$ cat config.mk
export PLATFORM = sky130hd
export DESIGN_NAME = fc_layer_scheduler
export DESIGN_NICKNAME = d
export VERILOG_FILES = /design/src/rtl/fc_layer_scheduler_pkg.sv /design/src/rtl/fc_mem_mux.sv /design/src/rtl/fc_layer_scheduler.sv
export SDC_FILE = /design/constraint.sdc
export NUM_CORES = 1
export LEC_CHECK = 0
export CAP_MARGIN = 20
export CORE_MARGIN = 1.5
export CORE_UTILIZATION = 38
export CTS_CLUSTER_DIAMETER = 30
export CTS_CLUSTER_SIZE = 25
export DETAILED_ROUTE_END_ITERATION = 10
export PLACE_DENSITY = 0.65
export SLEW_MARGIN = 20
export SYNTH_ARGS = -nofsm -noshare
export SYNTH_HDL_FRONTEND = slang
export SYNTH_SLANG_ARGS = --single-unit
$ cat constraint.sdc
create_clock -name clk -period 3 [get_ports clk]
set_input_delay 0.3 -clock clk [delete_from_list [all_inputs] [get_ports clk]]
set_output_delay 0.3 -clock clk [all_outputs]
set_load 0.01 [all_outputs]
$ cat src/rtl/fc_layer_scheduler_pkg.sv
// rtl/fc_layer_scheduler_pkg.sv - shared types and constants for the FC layer scheduler
package fc_layer_scheduler_pkg;

  localparam int ADDR_W = 16;

  localparam int CFG_IS_WR_BIT = 0;
  localparam int CFG_LAYER_LSB = 1;
  localparam int CFG_LAYER_MSB = 2;

  typedef enum logic [2:0] {
    ST_IDLE,
    ST_RUN,
    ST_GAP,
    ST_DONE,
    ST_ERR
  } state_t;

endpackage

$ cat src/rtl/fc_mem_mux.sv
// rtl/fc_mem_mux.sv - combinational layer select and base-address add for the shared data memory
module fc_mem_mux
  import fc_layer_scheduler_pkg::*;
#(
  parameter int NUM_LAYERS = 2
) (
  input  logic                         active,
  input  logic [1:0]                   sel,
  input  logic [NUM_LAYERS-1:0]        lyr_we,
  input  logic [ADDR_W*NUM_LAYERS-1:0] lyr_addr,
  input  logic [ADDR_W*NUM_LAYERS-1:0] lyr_out,
  input  logic [ADDR_W*NUM_LAYERS-1:0] rd_base,
  input  logic [ADDR_W*NUM_LAYERS-1:0] wr_base,
  output logic [ADDR_W-1:0]            mem_addr,
  output logic                         mem_we,
  output logic [ADDR_W-1:0]            mem_wdata
);

  // Sum is truncated to ADDR_W bits, so base + offset wraps silently.
  always_comb begin
    mem_addr  = '0;
    mem_we    = 1'b0;
    mem_wdata = '0;
    for (int k = 0; k < NUM_LAYERS; k++) begin
      if (active && sel == 2'(k)) begin
        mem_we    = lyr_we[k];
        mem_wdata = lyr_out[k*ADDR_W +: ADDR_W];
        mem_addr  = (lyr_we[k] ? wr_base[k*ADDR_W +: ADDR_W] : rd_base[k*ADDR_W +: ADDR_W])
                    + lyr_addr[k*ADDR_W +: ADDR_W];
      end
    end
  end

endmodule

$ cat src/rtl/fc_layer_scheduler.sv
// rtl/fc_layer_scheduler.sv - sequences FC layer engines and arbitrates their shared data memory
module fc_layer_scheduler
  import fc_layer_scheduler_pkg::*;
#(
  parameter int NUM_LAYERS = 2,
  parameter int TIMEOUT    = 65535
) (
  input  logic                         clk,
  input  logic                         reset_n,
  input  logic                         start,
  input  logic                         abort,
  input  logic                         cfg_we,
  input  logic [2:0]                   cfg_idx,
  input  logic [15:0]                  cfg_data,
  output logic [NUM_LAYERS-1:0]        lyr_enable,
  input  logic [NUM_LAYERS-1:0]        lyr_end,
  input  logic [NUM_LAYERS-1:0]        lyr_we,
  input  logic [ADDR_W*NUM_LAYERS-1:0] lyr_addr,
  input  logic [ADDR_W*NUM_LAYERS-1:0] lyr_out,
  output logic [ADDR_W-1:0]            mem_addr,
  output logic                         mem_we,
  output logic [ADDR_W-1:0]            mem_wdata,
  output logic                         busy,
  output logic                         done,
  output logic                         timeout_err,
  output logic [1:0]                   cur_layer
);

  localparam int WD_W = $clog2(TIMEOUT + 1);

  state_t                         state;
  logic [WD_W-1:0]                watchdog;
  logic [ADDR_W*NUM_LAYERS-1:0]   rd_base;
  logic [ADDR_W*NUM_LAYERS-1:0]   wr_base;
  logic                           cur_end;
  logic                           last_layer;
  logic                           cfg_open;
  logic [1:0]                     cfg_layer;
  logic [NUM_LAYERS-1:0]          next_enable;

  assign cfg_open    = (state == ST_IDLE) || (state == ST_DONE) || (state == ST_ERR);
  assign cfg_layer   = cfg_idx[CFG_LAYER_MSB:CFG_LAYER_LSB];
  assign last_layer  = (cur_layer == 2'(NUM_LAYERS - 1));
  assign next_enable = NUM_LAYERS'(1) << (cur_layer + 2'd1);

  // Only the current layer's end strobe matters; the rest are don't-care.
  always_comb begin
    cur_end = 1'b0;
    for (int k = 0; k < NUM_LAYERS; k++) begin
      if (cur_layer == 2'(k)) cur_end = lyr_end[k];
    end
  end

  always_ff @(posedge clk) begin
    if (!reset_n) begin
      rd_base <= '0;
      wr_base <= '0;
    end else if (cfg_we && cfg_open) begin
      for (int k = 0; k < NUM_LAYERS; k++) begin
        if (cfg_layer == 2'(k)) begin
          if (cfg_idx[CFG_IS_WR_BIT]) wr_base[k*ADDR_W +: ADDR_W] <= cfg_data;
          else                        rd_base[k*ADDR_W +: ADDR_W] <= cfg_data;
        end
      end
    end
  end

  always_ff @(posedge clk) begin
    if (!reset_n) begin
      state       <= ST_IDLE;
      watchdog    <= '0;
      lyr_enable  <= '0;
      busy        <= 1'b0;
      done        <= 1'b0;
      timeout_err <= 1'b0;
      cur_layer   <= 2'd0;
    end else begin
      done <= 1'b0;
      if (abort) begin
        state       <= ST_IDLE;
        lyr_enable  <= '0;
        busy        <= 1'b0;
        timeout_err <= 1'b0;
      end else begin
        case (state)
          ST_IDLE: begin
            if (start) begin
              state      <= ST_RUN;
              cur_layer  <= 2'd0;
              watchdog   <= '0;
              lyr_enable <= NUM_LAYERS'(1);
              busy       <= 1'b1;
            end
          end
          ST_RUN: begin
            if (cur_end) begin
              state      <= ST_GAP;
              lyr_enable <= '0;
            end else if (watchdog == WD_W'(TIMEOUT - 1)) begin
              state       <= ST_ERR;
              lyr_enable  <= '0;
              busy        <= 1'b0;
              timeout_err <= 1'b1;
            end else begin
              watchdog <= watchdog + 1'b1;
            end
          end
          ST_GAP: begin
            if (last_layer) begin
              state <= ST_DONE;
              busy  <= 1'b0;
              done  <= 1'b1;
            end else begin
              state      <= ST_RUN;
              cur_layer  <= cur_layer + 2'd1;
              watchdog   <= '0;
              lyr_enable <= next_enable;
            end
          end
          ST_DONE: state <= ST_IDLE;
          ST_ERR: begin
            if (start) begin
              state       <= ST_IDLE;
              timeout_err <= 1'b0;
            end
          end
          default: state <= ST_IDLE;
        endcase
      end
    end
  end

  fc_mem_mux #(
    .NUM_LAYERS(NUM_LAYERS)
  ) u_mem_mux (
    .active   (state == ST_RUN),
    .sel      (cur_layer),
    .lyr_we   (lyr_we),
    .lyr_addr (lyr_addr),
    .lyr_out  (lyr_out),
    .rd_base  (rd_base),
    .wr_base  (wr_base),
    .mem_addr (mem_addr),
    .mem_we   (mem_we),
    .mem_wdata(mem_wdata)
  );

endmodule

# == Word level (Yosys, flattened, before mapping) ==
# Cells that the tools add are included.
# op_classes
n_addsub,4
eq_ne,15
n_shift,1
muxes,39
bitwise,4
reduce_logical,23
# op_table
operator,count
$mux 16,10
$pmux 16 s3,1
$add 16x16->16,2
$add 16x1->16 const B,1
$eq 16x16->1 const B,1
$reduce_and 3->1,5
$mux 2,7
$ne 2x2->1 const B,7
$mux 1,12
$mux 3,4
$pmux 3 s4,1
$reduce_and 4->1,3
$eq 3x2->1 const B,2
$pmux 2 s3,1
$reduce_and 6->1,1
$reduce_and 5->1,1
$eq 2x1->1 const B,2
$logic_not 2->1,2
$not 1->1,4
$pmux 2 s2,1
$reduce_bool 2->1,2
$eq 3x1->1 const B,1
$eq 3x3->1 const B,1
$logic_and 1x1->1,3
10 further kinds,11
# totals
reg_bits,90
in_bits,92
out_inout_bits,40
elab_cells,97

# == Longest topological paths before layout ==
# depth
word_depth,5
mapped_depth,11
ltp_nobuf,10

# == Hierarchy ==
# A second synthesis with hierarchy kept.
# hier_totals
hier_cells,638
hier_area_um2,5770.5
# modules_own_cells
module,n_inst,cells_each,area_each_um2,seq_area_each_um2
fc_layer_scheduler,1,400,3829.9,1801.7
fc_mem_mux,1,238,1940.6,0.0

# == Least setup slack after synthesis ==
# OpenSTA, ideal clock, no wires.
# synth_timing
path_kind,input -> output
from,input lyr_we[0]
to,output mem_addr[15]
arrival_time_ps,3019
t_required_ps,2700
setup_slack_ps,-319
stages,10
n_path_buf,2
cell_sequence,clkbuf_1 buf_1 mux2_2 ha_1 and3_1 or4b_2 a211oi_1 nor2_1 xnor2_1 o211ai_1
# synth_between
elab_chain_cells,4
# synth_rtl
item,line_no,text
from (decl),fc_layer_scheduler.sv:17,"input logic [NUM_LAYERS-1:0] lyr_we,"
$mux 16,fc_mem_mux.sv:28,mem_addr = (lyr_we[k] ? wr_base[k*ADDR_W +: ADDR_W] : rd_base[k*ADDR_W +: ADDR_W])
$add 16x16->16,fc_mem_mux.sv:29,+ lyr_addr[k*ADDR_W +: ADDR_W];
$mux 16 (2 in a row),fc_mem_mux.sv:25,if (active && sel == 2'(k)) begin
to (decl),fc_layer_scheduler.sv:20,"output logic [ADDR_W-1:0] mem_addr,"
# Every way passes these cells.

# == Final worst setup path ==
# layout_timing
from,input lyr_we[1]
to,output mem_addr[14]
# layout_between
elab_chain_cells,3
# layout_rtl
item,line_no
$mux 16,fc_mem_mux.sv:28
$add 16x16->16,fc_mem_mux.sv:29
$mux 16,fc_mem_mux.sv:25
# Every way passes these cells.

==> metrics <==
status=finished with violations; failing checks=negative setup slack; Post-Syn Nets=800; worst-skew pair later-pin latency=approximately 340 ps; WL/cell=about 17 um; GPL Wtd Cong=0.9959; root buf cell=clkbuf_16; CTS tree=built; Combinational Power Share=21.3%; chip width=129.7 um; Pre-Repair DR Iteration Count=5; Max Cap Viol=0; Post-synth EDFFs=0; total clock sinks=90; Top FF cell, synth=dfxtp_1; Final Max Tran Viols=0; LEAKAGE=0.003690 uW; Max Clock Freq=325.9 MHz; post-layout minimum cycle time=3069 ps; Setup CP Type=input pin to primary output; number of global-route vias before repair=5,944; Slew headroom=a little over half; total grt overflow=0; Mean Syn Cell Area=about 9 um^2; clock share of power=39.7%; crit path max fanout=8; final worst setup slack=-68.69 ps; synthesized cell area=6100 um^2; pin count of the biggest net entering global routing=42; final setup fails=4; Net Sw Frac=between 20% and 30%; asr flop ratio synth=0%; Num CTS Buffers=9; post-route cell area=9350 um^2; Core Area=between 15,000 and 20,000 um^2; Clock Path Buffers=2; FILL cells=1,342; Hold Crit Class=register to register; Clock transition at path regs=60 ps; hpwl dp=14.61 mm; unrepaired setup endpoints after global routing=true; IO Port Bufs=approximately 130; yosys warns=0; Worst VDD drop=around 0.00032 V; # diodes=0; Layout area overhead=53.29%; initial core utilization=a little under 40%; FF-to-FF Start=cur_layer[1]$_SDFFE_PN0P_; final period utilization=102.3%; # DRC=0; Die Y=129.7 um; GR Util All Layers=22.59%; H-tree levels=3; number of I/O pins=132; Critical Path Source=lyr_we[1]; CP endpoint kind=primary output; Worst Path Arrival=~2800 ps; PnR Total Power=3147 uW; Die Area=16,820 um^2; HP Start=lyr_enable[0]$_SDFFE_PP0P_; post-synthesis sequential area ratio=29.54%; Worst EP required=between 2000 and 3000 ps; Synth Instances=between 600 and 700; fin util=59.29%; antenna viol nets, final=0; Post-CTS Hold Buffers=0; vias=roughly 6,000; total wire length=19.28 mm; clk_skew=4.535 ps; Unique masters post-synth=70; layout cell share with drive strength beyond 1=slightly below 30%; Cell Area, Placed=8419 um^2; initial antenna violation count=0; DR vias/cell=5.303; critical path launch point type=input pin; Worst Max-Slew Pin Slew=681.8 ps; Synth Register Bits=90; Flop pwr share=39.0%; Fin. Hold Viols=0; global-route wire length before repair=29.96 mm; row cnt=46; switching power=759.5 uW; Pint=2388 uW; fin nets=1,036; Pwr Density=336.6 nW/um^2; 1st-iter DRT viols=240
==> area by class of cell <==
class / instances / area, um^2 / share of cell area [%]
flip-flops and latches: 90 / 1804 / 19.30
multi-input cells: 534 / 4637 / 49.59
repair buffers: 256 / 2243 / 23.99
clock buffers: 12 / 266.5 / 2.850
well taps: 216 / 270.3 / 2.890
clock inverters: 4 / 72.57 / 0.7761
inverters: 15 / 56.30 / 0.6022
==> cells in the mapped netlist, drive strengths merged (3+ instances only) <==
library cell / n / share of area (%)
nor2b: 68 / 7.0
o21a: 6 / 0.74
a21o: 5 / 0.62
a21boi: 3 / 0.37
nand3: 12 / 0.98
clkbuf: 18 / 1.1
o31a: 3 / 0.43
nor3b: 5 / 0.70
ha: 36 / 7.4
nand2b: 8 / 0.94
a211o: 4 / 0.57
a211oi: 7 / 0.86
and3: 5 / 0.51
a31oi: 5 / 0.51
nand2: 27 / 1.7
nor4: 7 / 0.92
o22ai: 13 / 1.3
a21oi: 28 / 2.3
mux2i: 71 / 12
buf: 13 / 1.2
nor3: 10 / 1.1
o31ai: 8 / 0.98
mux2: 29 / 5.4
dfxtp: 90 / 30
inv: 15 / 0.92
and2: 7 / 0.74
or3: 3 / 0.31
nor2: 42 / 2.7
xor2: 11 / 1.6
and3b: 4 / 0.57
nand4: 6 / 0.62
o21ai: 17 / 1.4
xnor2: 26 / 3.7
o21bai: 4 / 0.49
a22o: 19 / 2.7
o211ai: 5 / 0.62
==> worst max-delay path, stage by stage <==
cell,delay (ps)
buf_2,140
buf_8,150
buf_4,110
buf_6,130
mux2_2,370
ha_1,300
buf_4,170
nand3_1,80
nand2_1,70
a21oi_2,160
xor2_1,260
mux2i_1,130
a22o_1,250
buf_2,140
==> power groups by stage <==
stage | logic, uW | registers, uW | clock network [uW]
2_1_floorplan | 279 | 1250 | 0
5_1_grt | 717 | 1230 | 1320
3_3_place_gp | 591 | 1250 | 0
3_5_place_dp | 604 | 1250 | 0
4_1_cts | 638 | 1230 | 1270
6_report | 671 | 1230 | 1250
==> final timing paths <==
path	depth (start not counted)	slack, ps	endpoint
worst max-delay path	14	-70	mem_addr[14]
worst max register to register	8	370	watchdog[11]$_SDFFE_PN0P_
worst min register to register	2	460	lyr_enable[0]$_SDFFE_PP0P_
worst min-delay path	2	460	lyr_enable[0]$_SDFFE_PP0P_
==> cells in the final DEF (no fill, tap or decap), types with 5 or more instances in the layout <==
master and n:
o22ai_1 12, a21oi_1 17, o21ai_0 10, nor3_1 6
clkdlybuf4s50_1 115, nor2b_1 67, a21o_1 5, inv_1 15
clkbuf_16 9, xnor2_1 24, o211ai_1 5, buf_2 11
nand2b_1 7, a21oi_2 8, and2_1 5, ha_4 18
mux2_4 13, dfxtp_1 88, buf_4 120, nand3_1 12
nand2_1 26, a22o_1 19, o21a_1 6, xor2_1 10
mux2i_1 70, nor2_1 40, nand4_1 6, mux2_2 16
ha_1 17
==> flip-flops by register name, summed over array words and instances, names as in the netlist <==
register and count:
cur_layer 2, done 1, lyr_enable 2, watchdog 16, busy 1, state 3
rd_base 32, timeout_err 1, wr_base 32
==> repair_timing <==
action                                 in CTS  in global routing
pin swaps                                  24                 22
cloned                                      1                  0
buffers inserted                            9                  2
endpoints found under the hold margin       0                  0
setup endpoints to repair                  15                 13
resized for setup                         109                 41
==> metrics by stage <==
stage | setup TNS (ps) | instances | setup WS, ps | hold WS [ps]
6_report | -129.3 | 1127 | -68.69 | 463.0
5_1_grt | -659.0 | 1127 | -142.4 | 481.1
4_1_cts | -38.89 | 1125 | -38.59 | 463.4
3_5_place_dp | -10510 | 1099 | -944.9 | 454.3
3_3_place_gp | -10050 | 1099 | -881.9 | 443.9
2_1_floorplan | -11.90 | 670 | -11.90 | 415.6
==> routing by layer <==
layer | GRT usage, % | wire, um
met5 | 0 | 0
met1 | 29.46 | 8642
met2 | 38.03 | 9286
met4 | 8.301 | 478
met3 | 3.239 | 875
==> cell families (layout without fill, tap and decap cells) <==
logic type | count (synthesis) | in the layout | synth area share, %
AND/OR/NAND/NOR | 219 | 219 | 20.84
AO/OA/AOI/OAI | 140 | 140 | 16.04
multiplexers | 100 | 100 | 17.01
flip-flops | 90 | 90 | 29.54
buffers and inverters | 46 | 287 | 3.220
adder cells (fa/ha/maj) | 38 | 38 | 8.041
XOR/XNOR | 37 | 37 | 5.313
(Power assumes the default switching activity.)
